[src/rtl/ora_session_ctrl.sv]
// ora_session_ctrl: transition-count ORA session controller (optional fail capture via ORA_FAIL_CAPTURE_EN)
module ora_session_ctrl #(
  parameter int BITS = 32,
  parameter int PAT_BITS = 16
) (
  input  logic                clk,
  input  logic                rst,
  input  logic                start,
  input  logic [PAT_BITS-1:0] num_patterns,
  input  logic [BITS-1:0]     golden,
  input  logic                resp,
  input  logic [BITS-1:0]     count,
  output logic                cnt_rst,
  output logic                inc,
  output logic [PAT_BITS-1:0] pat_idx,
  output logic                busy,
  output logic                done,
  output logic                pass
`ifdef ORA_FAIL_CAPTURE_EN
  ,
  output logic [BITS-1:0]     fail_sig
`endif
);
  typedef enum logic [2:0] {IDLE, CLEAR, RUN, SETTLE, COMPARE, DONE} state_t;
  state_t state;
  logic [PAT_BITS-1:0] n_q;
  logic [BITS-1:0] gold_q;
  logic prev_resp;
  // session sequencer; all outputs registered so each reflects the state it is entering
  always_ff @(posedge clk) begin
    if (rst) begin
      state <= IDLE;
      n_q <= '0;
      gold_q <= '0;
      cnt_rst <= 1'b0;
      inc <= 1'b0;
      pat_idx <= '0;
      busy <= 1'b0;
      done <= 1'b0;
      pass <= 1'b0;
      prev_resp <= 1'b0;
`ifdef ORA_FAIL_CAPTURE_EN
      fail_sig <= '0;
`endif
    end else begin
      cnt_rst <= 1'b0;
      case (state)
        IDLE, DONE: if (start) begin
          state <= CLEAR;
          n_q <= num_patterns;
          gold_q <= golden;
          cnt_rst <= 1'b1;
          inc <= 1'b0;
          pat_idx <= '0;
          prev_resp <= 1'b0;
          busy <= 1'b1;
          done <= 1'b0;
          pass <= 1'b0;
`ifdef ORA_FAIL_CAPTURE_EN
          fail_sig <= '0;
`endif
        end
        CLEAR: state <= (n_q != '0) ? RUN : SETTLE;
        RUN: begin
          inc <= resp ^ prev_resp;
          prev_resp <= resp;
          pat_idx <= pat_idx + 1'b1;
          if (pat_idx == n_q - 1'b1) state <= SETTLE;
        end
        SETTLE: begin
          inc <= 1'b0;
          state <= COMPARE;
        end
        COMPARE: begin
          pass <= (count == gold_q);
          done <= 1'b1;
          busy <= 1'b0;
          state <= DONE;
`ifdef ORA_FAIL_CAPTURE_EN
          fail_sig <= (count != gold_q) ? count : '0;
`endif
        end
        default: state <= IDLE;
      endcase
    end
  end
endmodule
[config.mk]
export PLATFORM = sky130hd
export DESIGN_NAME = ora_session_ctrl
export DESIGN_NICKNAME = d
export VERILOG_FILES = /design/src/rtl/ora_session_ctrl.sv
export SDC_FILE = /design/constraint.sdc
export NUM_CORES = 1
export LEC_CHECK = 0
export ABC_CLOCK_PERIOD_IN_PS = 3200
export CAP_MARGIN = 20
export CELL_PAD_IN_SITES_DETAIL_PLACEMENT = 1
export CELL_PAD_IN_SITES_GLOBAL_PLACEMENT = 1
export CORE_ASPECT_RATIO = 0.6
export CORE_UTILIZATION = 37
export DETAILED_ROUTE_END_ITERATION = 12
export PLACE_DENSITY_LB_ADDON = 0.1
export SLEW_MARGIN = 30
export SYNTH_ARGS = -nofsm -noshare
export SYNTH_HDL_FRONTEND = slang
export SYNTH_SLANG_ARGS = --single-unit
[constraint.sdc]
create_clock -name clk -period 3.2 [get_ports clk]
set_input_delay 0.48 -clock clk [delete_from_list [all_inputs] [get_ports clk]]
set_output_delay 0.48 -clock clk [all_outputs]
set_load 0.005 [all_outputs]
* Yosys cells after proc, flatten, opt, wreduce, memory -nomap -nowiden
Index checks and enable logic that the tools add are counted.
Word-level totals: bits of input ports 84, bits in registers 73, output and inout port bits 21
Cells by class: equal/unequal tests 9, reduce and logical (&&, ||, !) cells 12, mux-type cells 14, bitwise logic cells 2, $add $sub $neg 2
Operators with widths (count):
- equality test 32 bit | 1
- case mux 16 bit (2 select lines) | 1
- adder 16 x 1 -> 16 bit, second input constant | 1
- equality test 16 bit | 1
- two-way mux 16 bit | 1
- nonzero test 16 bit | 1
- subtractor 16 x 1 -> 16 bit, second input constant | 1
- case mux 3 bit (5 select lines) | 1
- AND reduction 2 bit | 5
- case mux 1 bit (2 select lines) | 4
- equality test 3 x 2 -> 1 bit, second input constant | 2
- equality test 3 bit, second input constant | 2
- two-way mux 3 bit | 2
- two-way mux 1 bit | 4
- inequality test 2 bit, second input constant | 2
- nonzero test 2 bit | 2
- OR reduction 2 bit | 2
- equality test 3 x 1 -> 1 bit, second input constant | 1
- zero test 3 bit | 1
- case mux 1 bit (3 select lines) | 1
- nonzero test 3 bit | 1
- inverter 1 bit | 1
- bitwise XOR 1 bit | 1

* Longest topological paths before layout
Gate-level depths: netlist (run 1).
word-level depth 4, depth in mapped cells 9

* Least setup slack after synthesis (run 1)
OpenSTA, ideal clock, no wires.
path kind reg-to-reg, start point register pat_idx[4], end point register pat_idx[14], arrival 1.676 ns, data required time 3.135 ns, slack 1.459 ns, setup time 0.065 ns, clock period less this slack 1.741 ns, stages on the path, launching flop included 9, cell sequence dfxtp_1 > buf_4 > and3_1 > and3_4 > nand2_2 > nor4_2 > nand3_1 > mux2_1 > nor2_1
Between the ends: longest elaborated chain between the ends 2
Ends and longest elaborated chain:
- from (decl) | line 15 | output logic [PAT_BITS-1:0] pat_idx,
- from (signal assigned) | line 67 | pat_idx <= pat_idx + 1'b1;
- adder 16 x 1 -> 16 bit | line 67
- case mux 16 bit (2 select lines) | line 47 | case (state)
No other way between the ends. A chain may end at the register's enable or synchronous reset.

* Worst setup path after layout (run 1)
start point register state[1], end point register pat_idx[15]
Between the ends: longest elaborated chain between the ends 4
Ends and longest elaborated chain:
- from (decl) | line 25 | state_t state;
- from (signal assigned) | line 63 | CLEAR: state <= (n_q != '0) ? RUN : SETTLE;
- equality test 3 bit / zero test 3 bit (equally long branches) | line 47
- OR reduction 2 bit | line 47
- inequality test 2 bit (no source line) / nonzero test 2 bit (equally long branches)
- AND reduction 2 bit (no source line)
Parallel ways exist; a longest one is shown, timed or not.

==> metrics.yaml, run 1 <==
path_delay_family: "simple AND/OR/NAND/NOR gates"
fmax_mhz: 426
setup_ws_ps: 853
fin_crit_ps: 2350
insertedDiodeCount: 0
grt_max_degree: 60
leakagePower_uw: 0.00181
postRouteAntennaNets: 0
synth_ff_type: "dfxtp_1"
holdWs_ps: 471
final_cell_mix: "nand2_1 (121), clkdlybuf4s50_1 (103), dfxtp_1 (73), a21oi_1 (65), xnor2_1 (37)"
cpPeakStageDelay_ps: 590
dr.first_iter.drc_count: 193
ys_ff_latch: 73
period_share_pct: 73.3
die_width_um: 132
worstHoldPathType: "reg2reg"
finalWirelength_um: 12000
worst-setup-path-type: "reg2reg"
cts_tree: "built"
nets: 658
fin_cells: 710
preCtsSetupSlack_ps: 711
htree_levels: 3
viasPerCell: 5.21
drc: 0
path_buf_inv: 0
synthDistinctLibCells: 52
syn_inst: 480
syn2layout_area_growth_pct: 37.4
worstPathArrival_ps: 2610
slew_viol_final: 0
clockBufferDepth: 2
core-area_um2: 9840
cp_max_fo: 12
die_y_um: 79.9
grt_pass1_wl_um: 18800
rsz0062_at_grt: "no"
gp_congestion: 0.794
rows: 28
antenna_found_initial: 0
skew_ps: 3.47
cts_resized: 0
synth-edff-count: 0
clock_sinks: 73
drtPass1Iterations: 4
num_vias: 3696
track_usage_pct: 23.4
cp-end-kind: "flip-flop"
layout-drive-gt1-share_pct: 6.43
clk_pin_slew_ps: 60
start_kind: "flip-flop"
insertion_delay_ps: 330
start_util_pct: 38.0
syn-cell-area_um2: 3740
post-cts-setup-buffers: 0
finalSetupTns_ps: 0
status: "completed"
io_buffers: 104
max-vdd-ir-drop_mv: 0.311
slew_headroom_pct: 49.7
cap_violations: 0
timing.critical_path.cells: "nor3b_4 > and4_1 > nand3_1 > nor2_1 > nand3_1 > mux2_1 > nor2_1"
cts-hold-fix-buffers: 0
wl_per_cell_um: 16.9
ios: 105
yosys_warnings: 0
gr-total-overflow: 0
ys_seq_area_share_pct: 39.0
dp_hpwl_um: 8920
cts-root-buf: "clkbuf_16"
grt_pass1_vias: 3678
die-area_um2: 10500
avgSynthCellArea_um2: 7.80
critical-path-slowest-cell: "dfxtp_1"
syn_nets: 567
cts_inserted_buffers: 9
final_common_cell: "nand2_1"
power_density_nw_per_um2: 565
worst_pin_slew_ps: 747
hold_violations: 0
postSynth.asyncResetShare_pct: 0
cp.required_ps: 3470
dp_cells: 695
setup_viol: 0
## flip-flops by register name, summed over array words and instances, names as in the netlist
signal,flops
gold_q,32
n_q,16
pat_idx,16
state,3
busy,1
cnt_rst,1
done,1
inc,1
pass,1
prev_resp,1
## cells by family after synthesis
kind of cell	after synthesis	synth area share, %
AND/OR/NAND/NOR	222	27.9
AO/OA/AOI/OAI	89	13.3
flip-flops	73	39.0
XOR/XNOR	55	12.9
buffers and inverters	32	4.14
multiplexers	6	1.80
adder cells (fa/ha/maj)	3	1.00
## synthesized netlist by cell type, types with 2 or more instances
cell | count | area [um2]
nor2_1 | 29 | 109
nor4_1 | 6 | 37.5
inv_1 | 4 | 15.0
mux2_2 | 4 | 45.0
nor2b_1 | 2 | 12.5
nand3b_1 | 3 | 22.5
nand2b_1 | 3 | 18.8
ha_1 | 3 | 37.5
a311oi_1 | 3 | 26.3
xnor2_1 | 37 | 324
nor3_1 | 10 | 50.1
buf_1 | 2 | 7.51
a31oi_1 | 2 | 12.5
and4_1 | 2 | 17.5
and3_1 | 2 | 12.5
dfxtp_1 | 73 | 1460
nand3_1 | 19 | 95.1
nand2_1 | 122 | 458
buf_4 | 3 | 22.5
o211ai_1 | 2 | 15.0
o21a_1 | 2 | 15.0
buf_2 | 4 | 20.0
or2_2 | 2 | 12.5
nand4_1 | 8 | 50.1
mux2_1 | 2 | 22.5
a21oi_1 | 65 | 325
clkbuf_1 | 17 | 63.8
o21ai_0 | 8 | 40.0
xor2_1 | 18 | 158
## metrics by stage
stage / util (%) / total power (uW) / instance area [um2]
2_1_floorplan: - / 1640 / 3740
3_3_place_gp: 49.4 / 1930 / 4860
3_5_place_dp: 49.4 / 1970 / 4860
4_1_cts: 52.3 / 2930 / 5140
5_1_grt: 52.3 / 3070 / 5140
6_report: 52.3 / 2910 / 5140
## path summary, 6_finish.rpt
kind / from / end / slack, ps / cells past startpoint
setup reg to reg: state[1] / pat_idx[15] / 850 / 7
setup / recovery: state[1] / pat_idx[15] / 850 / 7
hold / removal: gold_q[5] / gold_q[5] / 470 / 2
hold reg to reg: gold_q[5] / gold_q[5] / 470 / 2
## area by class of cell
| type | instances | area, um2 |
|---|---|---|
| clock buffer | 13 | 270 |
| clock inverter | 2 | 12.5 |
| fill | 1188 | 4700 |
| inverter | 4 | 15.0 |
| multi-input combinational | 375 | 2140 |
| sequential | 73 | 1460 |
| tap | 135 | 169 |
| timing repair buffer | 108 | 1080 |
## worst register-to-register path, stage by stage, from the launching register on
cell     delay (ps)
dfxtp_1         590
nor3b_4         430
and4_1          390
nand3_1         110
nor2_1          220
nand3_1         130
mux2_1          340
nor2_1           80
## metal layers
layer	vias up	wire length (um)	track usage, %
li1	1801	-	-
met1	1812	6020	32.2
met2	73	5270	36.1
met3	10	655	6.86
met4	0	73	4.30
met5	-	0	0
## where the power goes
group,switching (uW),internal (uW),total (uW)
Combinational,446,373,819
Clock,378,583,962
Sequential,120,1010,1130
Total,944,1960,2910
(Power assumes the default switching activity.)
==> run 2, diff against run 1 <==
--- a/config.mk
+++ b/config.mk
@@ -5,12 +5,12 @@
 export SDC_FILE = /design/constraint.sdc
 export NUM_CORES = 1
 export LEC_CHECK = 0
-export ABC_CLOCK_PERIOD_IN_PS = 3200
+export ABC_CLOCK_PERIOD_IN_PS = 1900
 export CAP_MARGIN = 20
 export CELL_PAD_IN_SITES_DETAIL_PLACEMENT = 1
 export CELL_PAD_IN_SITES_GLOBAL_PLACEMENT = 1
 export CORE_ASPECT_RATIO = 0.6
-export CORE_UTILIZATION = 37
+export CORE_UTILIZATION = 31
 export DETAILED_ROUTE_END_ITERATION = 12
 export PLACE_DENSITY_LB_ADDON = 0.1
 export SLEW_MARGIN = 30
==> constraint.sdc (replaced) <==
create_clock -name clk -period 1.9 [get_ports clk]
set_input_delay 0.285 -clock clk [delete_from_list [all_inputs] [get_ports clk]]
set_output_delay 0.285 -clock clk [all_outputs]
set_load 0.005 [all_outputs]
==> run 2 against run 1 <==
Effect of this change:
- the run now ends with negative setup slack left
- via count is 2.6% higher
- clock skew rose by 1.7 ps
- first-iteration DRC count shrank 27%
- hold slack worse by 220 ps
- setup slack lost 850 ps
- sequential power is 64% higher
- power rose by 78%
- register-to-register slack got worse by 850 ps
- non-clock buffer count increased by 46
- global-route usage shrank 2.5 points
- count of clock-buffer cells in the layout decreased by 2
- highest routed layer unchanged
==> metrics.yaml, run 2 (synthesis results as in run 1) <==
gp_congestion: 0.784  # -1.3%
grt_pass1_wl_um: 19600  # +4.0%
fin_crit_ps: 1900  # -446 ps
start_util_pct: 32.5  # -5.5 points
switching_share_pct: 32.7  # +0.29 points
regToRegEndpoint: "state[0]"
setup_ws_ps: -0.232  # -854 ps
dp_cells: 765  # +10%
final_common_cell: "nand2_1"
fin_util_pct: 48.8  # -3.5 points
stdcell_area_um2: 5620  # +9.2%
clockBufferDepth: 2  # unchanged
power_switching_uw: 1700  # +80%
cp-end-kind: "flip-flop"
antenna_found_initial: 0  # unchanged
worst_pin_slew_ps: 353  # -394 ps
leakagePower_uw: 0.00209  # +15%
grt_max_degree: 43  # -28%
setup_viol: 1  # +1
die_y_um: 87.1  # +9.0%
power_density_nw_per_um2: 922  # +63%
slew_viol_final: 0  # unchanged
largest_register_ffs: 32  # unchanged
num_vias: 3791  # +2.6%
rows: 30  # +7.1%
dp_hpwl_um: 9610  # +7.8%
cts_tree: "built"
r2r_slack_ps: -0.2  # -850 ps
drc: 0  # unchanged
period_share_pct: 100  # +27 points
cts-root-buf: "clkbuf_16"
worst-setup-path-type: "reg2reg"
die_width_um: 144  # +9.1%
drtPass1Iterations: 4  # unchanged
htree_levels: 3  # unchanged
crit_path_end: "state[0]"
violations: "negative setup slack"
ios: 105  # unchanged
syn2layout_area_growth_pct: 50.1
startpoint: "n_q[2]"
internal_power_uw: 3490  # +77%
viasPerCell: 4.85  # -6.9%
regMostFlops: "gold_q"
cp_max_fo: 6  # -6
final_cell_mix: "nand2_1 (121), clkdlybuf4s50_1 (103), dfxtp_1 (69), a21oi_1 (65), buf_4 (47)"
fin_cells: 782  # +10%
worstPathArrival_ps: 2180  # -430 ps
start_kind: "flip-flop"
worstHoldPathType: "in2reg"
track_usage_pct: 20.9  # -2.5 points
insertedDiodeCount: 0  # unchanged
postRouteAntennaNets: 0  # unchanged
grt_pass1_vias: 3829  # +4.1%
placed_cell_area_um2: 5240  # +7.8%
cp.required_ps: 2180  # -1290 ps
reg_top3: "gold_q (32), n_q (16), pat_idx (16)"
gr-total-overflow: 0  # unchanged
layout-drive-gt1-share_pct: 16.2  # +9.8 points
rsz0062_at_grt: "yes"
r2r_start: "n_q[2]"
io_buffers: 104  # unchanged
combinationalPowerShare_pct: 33.8  # +5.6 points
finalWirelength_um: 12500  # +3.9%
dr.first_iter.drc_count: 140  # -27%
power_frac_seq_pct: 35.7  # -3.1 points
preCtsSetupSlack_ps: -283  # -994 ps
skew_ps: 5.21  # +1.74 ps
core-area_um2: 11500  # +17%
p_clk_share_pct: 30.5  # -2.6 points
slew_headroom_pct: 76.4  # +27 points
fmax_mhz: 526  # +23%
insertion_delay_ps: 330  # about the same
holdWs_ps: 251  # -219 ps
cts_inserted_buffers: 9  # unchanged
hold_violations: 0  # unchanged
cts-hold-fix-buffers: 0  # unchanged
wl_per_cell_um: 16.0  # -5.6%
r2r_cells: 8  # +1
die-area_um2: 12500  # +19%
status: "finished, violations left"
cap_violations: 0  # unchanged
max-vdd-ir-drop_mv: 0.456  # +47%
nets: 704  # +7.0%
clk_pin_slew_ps: 60  # about the same
clock_sinks: 73  # unchanged
run 2: changes by cell type in the layout (fill, tap and decap cells not counted), sizes merged:
cell and delta:
buf +46, clkinv +3, clkbuf -2
run 2: final cells by class:
type | instances | area (um2)
fill | 1387 | 5900
clock buffer | 11 | 243
clock inverter | 5 | 31.3
inverter | 4 | 15.0
sequential | 73 | 1470
multi-input combinational | 375 | 2220
tap | 160 | 200
timing repair buffer | 154 | 1440
run 2: per-layer routing:
| metal | wire length [um] | part of all wire [%] | vias up | global-route usage (%) |
|---|---|---|---|---|
| met5 | 0 | 0 | - | 0 |
| met4 | 59 | 0.47 | 0 | 4.35 |
| met3 | 575 | 4.6 | 5 | 5.50 |
| met2 | 5260 | 42 | 68 | 30.9 |
| met1 | 6600 | 53 | 1824 | 30.1 |
| li1 | - | - | 1894 | - |
run 2: worst max-delay path, cell delays in order, from the launching register on:
cell and delay [ps]:
dfxtp_2 330, nor3_4 180, buf_6 150, and4b_1 220, a21oi_1 80, nor3_1 200
nand4b_1 280, a2111oi_4 270, o21a_1 140
run 2: metrics by stage:
step                TNS, ps  total power [uW]
finish               -0.232              5180
floorplan                 0              2760
global placement       -288              3490
CTS                   -53.0              5170
detailed placement     -370              3540
global route          -60.4              5480
run 2: power groups by stage:
stage | clock (uW) | sequential [uW] | combinational, uW
after floorplan | 0 | 1850 | 917
after global placement | 0 | 1870 | 1620
after detailed placement | 0 | 1870 | 1670
after CTS | 1630 | 1850 | 1700
after global routing | 1690 | 1870 | 1920
final | 1580 | 1850 | 1750
run 2: timing repair:
action	4_1_cts	5_1_grt
endpoints found under the setup margin	2	5
cloned	0	0
resized for setup	4	18
setup buffers	0	1
pin swaps	3	6
run 2: worst min-delay path by stage:
stage	startpoint	to	slack, ps	depth (start not counted)
floorplan	golden[0]	gold_q[0]	420	2
global placement	gold_q[25]	gold_q[25]	460	2
detailed placement	gold_q[3]	gold_q[3]	460	2
CTS	rst	gold_q[10]	240	2
global route	rst	gold_q[10]	240	2
finish	rst	gold_q[10]	250	2
